### src/rtl/fft_stage_sequencer.sv
// Control sequencer for a radix-2 in-place FFT: walks every stage,
// issues butterfly addresses/twiddles and delays them into write strobes.
module fft_stage_sequencer #(
    parameter int N      = 64,
    parameter int LOG2N  = 6,
    parameter int BF_LAT = 2
) (
    input  logic             clk,
    input  logic             rst,
    input  logic             start,
    input  logic             bf_ready,
    output logic             bf_valid,
    output logic [2:0]       stage,
    output logic [LOG2N-1:0] addr_a,
    output logic [LOG2N-1:0] addr_b,
    output logic [LOG2N-2:0] tw_idx,
    output logic             wr_en,
    output logic [LOG2N-1:0] wr_addr_a,
    output logic [LOG2N-1:0] wr_addr_b,
    output logic             busy,
    output logic             done
);

    localparam int CW = $clog2(BF_LAT + 1);

    localparam logic [1:0] S_IDLE  = 2'd0;
    localparam logic [1:0] S_ISSUE = 2'd1;
    localparam logic [1:0] S_DRAIN = 2'd2;
    localparam logic [1:0] S_DONE  = 2'd3;

    localparam logic [LOG2N-2:0] K_LAST   = '1;
    localparam logic [LOG2N-2:0] K_ONE    = (LOG2N-1)'(1);
    localparam logic [2:0]       STG_LAST = 3'(LOG2N - 1);
    localparam logic [CW-1:0]    CNT_INIT = CW'(BF_LAT);
    localparam logic [CW-1:0]    CNT_ONE  = CW'(1);
    localparam logic [LOG2N-1:0] A_ONE    = LOG2N'(1);

    logic [1:0]       state;
    logic [1:0]       state_d;
    logic [2:0]       stage_d;
    logic [LOG2N-2:0] k;
    logic [LOG2N-2:0] k_d;
    logic [CW-1:0]    cnt;
    logic [CW-1:0]    cnt_d;
    logic             bfv_d;
    logic             ld;
    logic             hs;

    logic [LOG2N-1:0] span;
    logic [LOG2N-1:0] pos;
    logic [LOG2N-1:0] grp;
    logic [2:0]       tw_sh;
    logic [LOG2N-1:0] a_nxt;
    logic [LOG2N-1:0] b_nxt;
    logic [LOG2N-2:0] t_nxt;

    logic             dl_v [BF_LAT];
    logic [LOG2N-1:0] dl_a [BF_LAT];
    logic [LOG2N-1:0] dl_b [BF_LAT];

    assign hs   = bf_valid && bf_ready;
    assign busy = (state == S_ISSUE) || (state == S_DRAIN);
    assign done = (state == S_DONE);

    assign wr_en     = dl_v[BF_LAT-1];
    assign wr_addr_a = dl_a[BF_LAT-1];
    assign wr_addr_b = dl_b[BF_LAT-1];

    // Addresses for the butterfly that will be presented next cycle.
    always_comb begin
        span  = A_ONE << stage_d;
        pos   = {1'b0, k_d} & (span - A_ONE);
        grp   = {1'b0, k_d} >> stage_d;
        a_nxt = ((grp << stage_d) << 1) | pos;
        b_nxt = a_nxt + span;
        tw_sh = STG_LAST - stage_d;
        t_nxt = pos[LOG2N-2:0] << tw_sh;
    end

    always_comb begin
        state_d = state;
        stage_d = stage;
        k_d     = k;
        cnt_d   = cnt;
        bfv_d   = bf_valid;
        ld      = 1'b0;
        unique case (state)
            S_IDLE: begin
                if (start) begin
                    state_d = S_ISSUE;
                    stage_d = 3'd0;
                    k_d     = '0;
                    bfv_d   = 1'b1;
                    ld      = 1'b1;
                end
            end
            S_ISSUE: begin
                if (hs) begin
                    if (k == K_LAST) begin
                        state_d = S_DRAIN;
                        bfv_d   = 1'b0;
                        cnt_d   = CNT_INIT;
                    end else begin
                        k_d = k + K_ONE;
                        ld  = 1'b1;
                    end
                end
            end
            S_DRAIN: begin
                if (cnt == CNT_ONE) begin
                    if (stage != STG_LAST) begin
                        state_d = S_ISSUE;
                        stage_d = stage + 3'd1;
                        k_d     = '0;
                        bfv_d   = 1'b1;
                        ld      = 1'b1;
                    end else begin
                        state_d = S_DONE;
                    end
                end else begin
                    cnt_d = cnt - CNT_ONE;
                end
            end
            S_DONE: begin
                state_d = S_IDLE;
            end
            default: begin
                state_d = S_IDLE;
            end
        endcase
    end

    always_ff @(posedge clk or negedge rst) begin
        if (!rst) begin
            state    <= S_IDLE;
            stage    <= 3'd0;
            k        <= '0;
            cnt      <= '0;
            bf_valid <= 1'b0;
            addr_a   <= '0;
            addr_b   <= '0;
            tw_idx   <= '0;
        end else begin
            state    <= state_d;
            stage    <= stage_d;
            k        <= k_d;
            cnt      <= cnt_d;
            bf_valid <= bfv_d;
            if (ld) begin
                addr_a <= a_nxt;
                addr_b <= b_nxt;
                tw_idx <= t_nxt;
            end
        end
    end

    // Write-back delay line free-runs so stalls never hold back results.
    always_ff @(posedge clk or negedge rst) begin
        if (!rst) begin
            for (int i = 0; i < BF_LAT; i++) begin
                dl_v[i] <= 1'b0;
                dl_a[i] <= '0;
                dl_b[i] <= '0;
            end
        end else begin
            dl_v[0] <= hs;
            dl_a[0] <= addr_a;
            dl_b[0] <= addr_b;
            for (int i = 1; i < BF_LAT; i++) begin
                dl_v[i] <= dl_v[i-1];
                dl_a[i] <= dl_a[i-1];
                dl_b[i] <= dl_b[i-1];
            end
        end
    end

endmodule

### config.mk
export PLATFORM = sky130hd
export DESIGN_NAME = fft_stage_sequencer
export DESIGN_NICKNAME = d
export VERILOG_FILES = /design/src/rtl/fft_stage_sequencer.sv
export SDC_FILE = /design/constraint.sdc
export NUM_CORES = 1
export LEC_CHECK = 0
export ABC_AREA = 1
export CORE_ASPECT_RATIO = 1.75
export CORE_MARGIN = 2
export CORE_UTILIZATION = 59
export CTS_CLUSTER_DIAMETER = 60
export DETAILED_ROUTE_END_ITERATION = 8
export PLACE_DENSITY = 0.89
export REMOVE_ABC_BUFFERS = 1
export SETUP_SLACK_MARGIN = 0.4
export SLEW_MARGIN = 20
export SYNTH_ARGS = -nofsm -noshare
export SYNTH_HDL_FRONTEND = slang
export SYNTH_SLANG_ARGS = --single-unit
### constraint.sdc
create_clock -name clk -period 8.7 [get_ports clk]
set_input_delay 2.61 -clock clk [delete_from_list [all_inputs] [get_ports clk]]
set_output_delay 2.61 -clock clk [all_outputs]
set_load 0.02 [all_outputs]
# Word-level counts from Yosys, hierarchy flattened
# Index checks and enable logic that the tools add are counted.
[word_totals] register_bits=56 input_bits=4 output_inout_bits=36 word_cells=76
[op_classes] addsub=6 n_eq_ne=12 n_shift=4 n_mux=30 n_bitwise=2 reduce_logical=8
[ops] operator="5-bit 2-to-1 mux" count=5
[ops] operator="5-bit one-hot mux with 3 select lines" count=1
[ops] operator="2-bit 2-to-1 mux" count=6
[ops] operator="1-bit 2-to-1 mux" count=10
[ops] operator="3-bit 2-to-1 mux" count=3
[ops] operator="2-bit one-hot mux with 4 select lines" count=1
[ops] operator="4-bit AND reduction" count=2
[ops] operator="6-bit adder" count=1
[ops] operator="5-bit by 6-bit AND with 6-bit output" count=1
[ops] operator="2-bit by 1-bit != test with 1-bit output (second input constant)" count=3
[ops] operator="2-bit != test (second input constant)" count=3
[ops] operator="6-bit OR" count=1
[ops] operator="1-bit one-hot mux with 3 select lines" count=2
[ops] operator="3-bit one-hot mux with 2 select lines" count=1
[ops] operator="6-bit AND reduction" count=1
[ops] operator="1-bit by 3-bit << shifter with 6-bit output (first input constant)" count=1
[ops] operator="6-bit by 3-bit << shifter with 5-bit output" count=1
[ops] operator="5-bit by 3-bit right shift with 6-bit output" count=1
[ops] operator="6-bit by 1-bit subtractor with 6-bit output (second input constant)" count=1
[ops] operator="5-bit by 1-bit adder with 5-bit output (second input constant)" count=1
[ops] operator="5-bit equality test (second input constant)" count=1
[ops] operator="5-bit by 3-bit << shifter with 5-bit output" count=1
[ops] operator="2-bit by 1-bit equality test with 1-bit output (second input constant)" count=2
[ops] operator="2-bit equality test (second input constant)" count=2
[ops] operator="other kinds (10)" count=10

# Logic depth before layout (Yosys ltp)
[logic_depth] word_depth=9 depth_mapped=27 ltp_nobuf=26

# Worst setup path before layout
# Ideal clock, no wire load.
[synth_path] kind="input-to-reg" from="input start" to="register addr_b[5]" setup_ps=65 arrival_time_ps=4741 t_required_ps=8635 path_slack_ps=3894 path_stages=23 n_path_buf=1 cell_sequence="nor2_2 nor2_4 nand2_2 nand2_2 nand2_2 buf_6 nand2_1 inv_2 nand2_1 nand4_1 nand2_1 nand2_1 nand2_1 ha_1 a21o_1 nand2_1 nand2_1 a21oi_1 xnor2_1 inv_1 nand3_1 nand3_1 nand2_1"
[synth_via] elab_chain_cells=7 word_cells_on_any_way=13 classes_between="2 x add/sub; 3 x shift; 6 x mux; 2 x bitwise"
[synth_lines] element="start, declared" line="10" rtl="input logic start,"
[synth_lines] element="3-bit 2-to-1 mux (*)" line="89" rtl="if (start) begin"
[synth_lines] element="3-bit one-hot mux with 2 select lines (*)" line="87" rtl="unique case (state)"
[synth_lines] element="named net stage_d[1]" line="40" rtl="logic [2:0] stage_d;"
[synth_lines] element="1-bit by 3-bit << shifter with 6-bit output" line="71" rtl="span = A_ONE << stage_d;"
[synth_lines] element="6-bit by 1-bit subtractor with 6-bit output" line="72" rtl="pos = {1'b0, k_d} & (span - A_ONE);"
[synth_lines] element="5-bit by 6-bit AND with 6-bit output" line="72"
[synth_lines] element="6-bit OR (*)" line="74" rtl="a_nxt = ((grp << stage_d) << 1) | pos;"
[synth_lines] element="named net a_nxt[2]" line="53" rtl="logic [LOG2N-1:0] a_nxt;"
[synth_lines] element="6-bit adder (*)" line="75" rtl="b_nxt = a_nxt + span;"
[synth_lines] element="end signal, assigned" line="151" rtl="addr_b <= b_nxt;"
[synth_lines] element="end, declared" line="15" rtl="output logic [LOG2N-1:0] addr_b,"
# The timed path passes the listed nets; every way through them passes the cells marked *.
# A chain may end at the register's enable or synchronous reset.

# Worst setup path after layout
[layout_path] from="input start" to="register addr_b[5]"
[layout_via] elab_chain_cells=7 word_cells_on_any_way=13 classes_between="2 x add/sub; 3 x shift; 6 x mux; 2 x bitwise"
[layout_lines] element="3-bit 2-to-1 mux" line="89"
[layout_lines] element="3-bit one-hot mux with 2 select lines" line="87"
[layout_lines] element="1-bit by 3-bit << shifter with 6-bit output" line="71"
[layout_lines] element="6-bit by 1-bit subtractor with 6-bit output" line="72"
[layout_lines] element="5-bit by 6-bit AND with 6-bit output" line="72"
[layout_lines] element="6-bit OR (*)" line="74"
[layout_lines] element="named net a_nxt[2]" line="53"
[layout_lines] element="6-bit adder (*)" line="75"
# Marks and branches as above.

==> metrics.md <==
| Metric | Value |
|---|---|
| Result of the run | complete, no violations |
| RSZ-0062 raised after global routing | no |
| Total global routing track utilization | 23.26% |
| Post-cts hold buffer count | 0 |
| Pin count of the biggest net entering global routing | 57 |
| Post-synthesis instance total | 340 |
| Yosys Warn Count | 0 |
| Maximum vdd ir drop | 232.4 µV |
| CTS Buf Count | 5 |
| Post-synthesis instance area | 2924 µm² |
| Area share of the largest cell type after synthesis | 47.92% |
| Maxcap violations | 0 |
| Worst-path fanout max | 13 |
| Core ar. | 4748 µm² |
| Leakage power figure | 1.710 nW |
| Number of flops mapped to enable cells by yosys | 0 |
| Floorplan die area | 5557 µm² |
| Data arrival, critical path | 5.76 ns |
| Number of cells upsized or downsized after cts | 0 |
| Final-report hold violation count | 0 |
| Total placed instance area | 3243 µm² |
| Number of antenna cells inserted | 0 |
| Most frequent cells after synthesis | sky130_fd_sc_hd__nand2_1, sky130_fd_sc_hd__dfrtp_1, sky130_fd_sc_hd__inv_1 |
| Number of remaining DRC errors | 0 |
| Total routed wirelength | 5.995 mm |
| Initial Utilization | 61.58% |
| Worst EP required | 8.95 ns |
| Beginning of the worst register-to-register path | state[0] |
| Async set or reset register ratio after synthesis | 100.0% |
| Class of the most critical hold timing path | reg2reg |
| Skew-Pair Late Insertion Delay | 0.32 ns |
| Vias | 2,346 |
| Critical Path Start Type | input port |
| DIE HEIGHT | 97.13 µm |
| Library cell occupying the most area in the post-synthesis netlist | sky130_fd_sc_hd__dfrtp_1 |
| Final worst-path cycle share | 63.31% |
| Routed WL per cell | 14.17 µm |
| Dominant register cell in the synthesized netlist | sky130_fd_sc_hd__dfrtp_1 |
| Finished layout cell area | 3337 µm² |
| Share of cells above drive strength 1 | 8.895% |
| Setup TNS Final | 0 ns |
| Hold path start | dl_a[6] |
| IO buf count | 39 |
| Synth Register Bits | 56 |
| Count of cell types in the netlist | 35 |
| Clock tree from TritonCTS | built |
| # clock sinks | 56 |
| Row count | 33 |
| Overall overflow remaining after global route | 0 |
| Power density over the cells | 323.7 nW/µm² |
| Class of the most critical setup path | in2reg |
| Final-report setup violation count | 0 |
| Count of pins on the block boundary | 40 |
| Worst-path clk slew | 0.10 ns |
| First drt pass iteration count | 7 |
| Routed Antenna Nets | 0 |
| DP HPWL | 4.440 mm |
| Fmax | 181.5 MHz |
| Number of nets in the layout | 390 |
| Worst setup startpoint | start |
| Worst hold slack across all endpoints | 0.3562 ns |
| Worst-Margin Slew | 0.6905 ns |
| Worst rel slew slack | 53.97% |
| Placer's final routability congestion estimate | 0.9633 |
| Clk Tree Root Cell | sky130_fd_sc_hd__clkbuf_8 |
| Post-route clock skew | 0.01069 ns |
| Ranking of synthesized cells by area | sky130_fd_sc_hd__dfrtp_1, sky130_fd_sc_hd__nand2_1, sky130_fd_sc_hd__ha_1 |
| Horiz. Die Dim | 57.22 µm |
| Global-route wire length before repair | 10.21 mm |
| Number of setup buffers added after CTS | 0 |
| Via count of the first global-routing pass | 2,258 |
| Drt first-iter violations | 150 |
| Growth of design area from synthesis to finish | 14.12% |
| Average size of a mapped cell | 8.600 µm² |
| Sequential area share after synthesis | 47.92% |
| Tmin final | 5.508 ns |
| Most numerous cell in the Yosys netlist | sky130_fd_sc_hd__nand2_1 |
| Post-detailed-route via-to-cell ratio | 5.546 |
| Initial antenna violation count | 0 |
| Number of H-tree branching levels | 2 |
| Max-slew violation count | 0 |
| Type of destination of the critical path | flop |
| Clock Path Buffers | 2 |
==> sequential cells by signal (all words and copies together), names as in the netlist, 2 cells and up <==
register and cells:
state 2, dl_b 6, wr_addr_a 6, tw_idx 5
cnt 2, addr_b 6, wr_addr_b 6, addr_a 6
k 5, stage 3, dl_a 6
==> critical path, cell delays in order <==
cell and delay, ns:
sky130_fd_sc_hd__clkdlybuf4s50_1 0.51, sky130_fd_sc_hd__nor2_2 0.08, sky130_fd_sc_hd__nor2_4 0.09, sky130_fd_sc_hd__nand2_2 0.08, sky130_fd_sc_hd__o21ai_2 0.45, sky130_fd_sc_hd__nand2_1 0.16
sky130_fd_sc_hd__inv_2 0.09, sky130_fd_sc_hd__nand2_1 0.09, sky130_fd_sc_hd__nand4_1 0.12, sky130_fd_sc_hd__nand2_1 0.06, sky130_fd_sc_hd__nand2_1 0.08, sky130_fd_sc_hd__nand2_1 0.06
sky130_fd_sc_hd__ha_1 0.34, sky130_fd_sc_hd__a21o_1 0.20, sky130_fd_sc_hd__nand2_1 0.06, sky130_fd_sc_hd__nand2_1 0.04, sky130_fd_sc_hd__a21oi_1 0.15, sky130_fd_sc_hd__xnor2_1 0.16
sky130_fd_sc_hd__inv_1 0.07, sky130_fd_sc_hd__nand3_1 0.08, sky130_fd_sc_hd__nand3_1 0.08, sky130_fd_sc_hd__nand2_1 0.08
==> area by class of cell <==
class                   instances  area [µm²]
fillers                       367        1411
flip-flops and latches         56        1401
multi-input cells             227        1234
repair buffers                 40       392.9
inverters                      40       150.1
clock buffers                   5       68.82
well taps                      52       65.06
clock inverters                 3       25.02
==> final timing paths <==
path,to,cells past startpoint,slack [ns]
min in group asynchronous,state[0],2,2.40
worst min-delay path,wr_addr_a[0],0,0.36
worst min register to register,wr_addr_a[0],0,0.36
worst max-delay path,addr_b[5],22,3.19
worst max register to register,addr_b[5],23,5.08
max in group asynchronous,wr_addr_b[4],2,5.83
==> power breakdown <==
part	total (mW)	leakage, nW	internal, mW	switching [mW]
clock network	0.147	0.0452	0.0588	0.0884
registers	0.383	0.718	0.339	0.0434
logic	0.550	0.947	0.207	0.343
==> routing by layer <==
metal	GRT usage, %	vias up	routed length (µm)
met4	9.481	0	221
met5	0	-	0
met2	41.11	79	3229
met1	27.15	1107	2307
met3	3.862	26	238
li1	-	1134	-
==> cells in the final DEF, fill, tap and decap left out, drive strengths merged <==
| cell type | synthesis | final |
|---|---|---|
| a31o | 1 | 1 |
| a21o | 1 | 1 |
| o31ai | 2 | 2 |
| fa | 1 | 1 |
| nand4 | 5 | 5 |
| a22oi | 1 | 1 |
| nand2 | 104 | 104 |
| o21ai | 24 | 24 |
| o21a | 1 | 1 |
| a22o | 1 | 1 |
| nor2 | 28 | 28 |
| dfrtp | 56 | 56 |
| conb | 1 | 1 |
| nor3 | 2 | 2 |
| clkinv | 1 | 1 |
| nand3 | 24 | 24 |
| clkinvlp | 0 | 1 |
| nand3b | 1 | 1 |
| a21oi | 6 | 6 |
| ha | 15 | 15 |
| xor2 | 1 | 1 |
| clkbuf | 1 | 5 |
| xnor2 | 3 | 3 |
| clkdlybuf4s50 | 0 | 38 |
| inv | 39 | 41 |
| a31oi | 5 | 5 |
| buf | 16 | 2 |
==> through the flow <==
stage / worst slack (ns) / utilization [%] / cells / total power, mW
after CTS: 3.209 / 70.28 / 423 / 1.082
after detailed placement: 2.906 / 68.30 / 415 / 0.9352
after floorplan: 3.807 / - / 323 / 0.7460
after global routing: 2.811 / 70.28 / 423 / 1.159
after global placement: 3.015 / 68.30 / 415 / 0.9156
final: 3.192 / 70.28 / 423 / 1.080
==> cells by family after synthesis <==
| family | Yosys count | synth area share, % |
|---|---|---|
| XOR/XNOR | 4 | 1.198 |
| flip-flops | 56 | 47.92 |
| buffers and inverters | 57 | 9.884 |
| adder cells (fa/ha/maj) | 16 | 7.103 |
| other | 1 | 0.1282 |
| AO/OA/AOI/OAI | 42 | 8.729 |
| AND/OR/NAND/NOR | 164 | 25.03 |
Note: power is estimated with default switching activity, not from simulation.
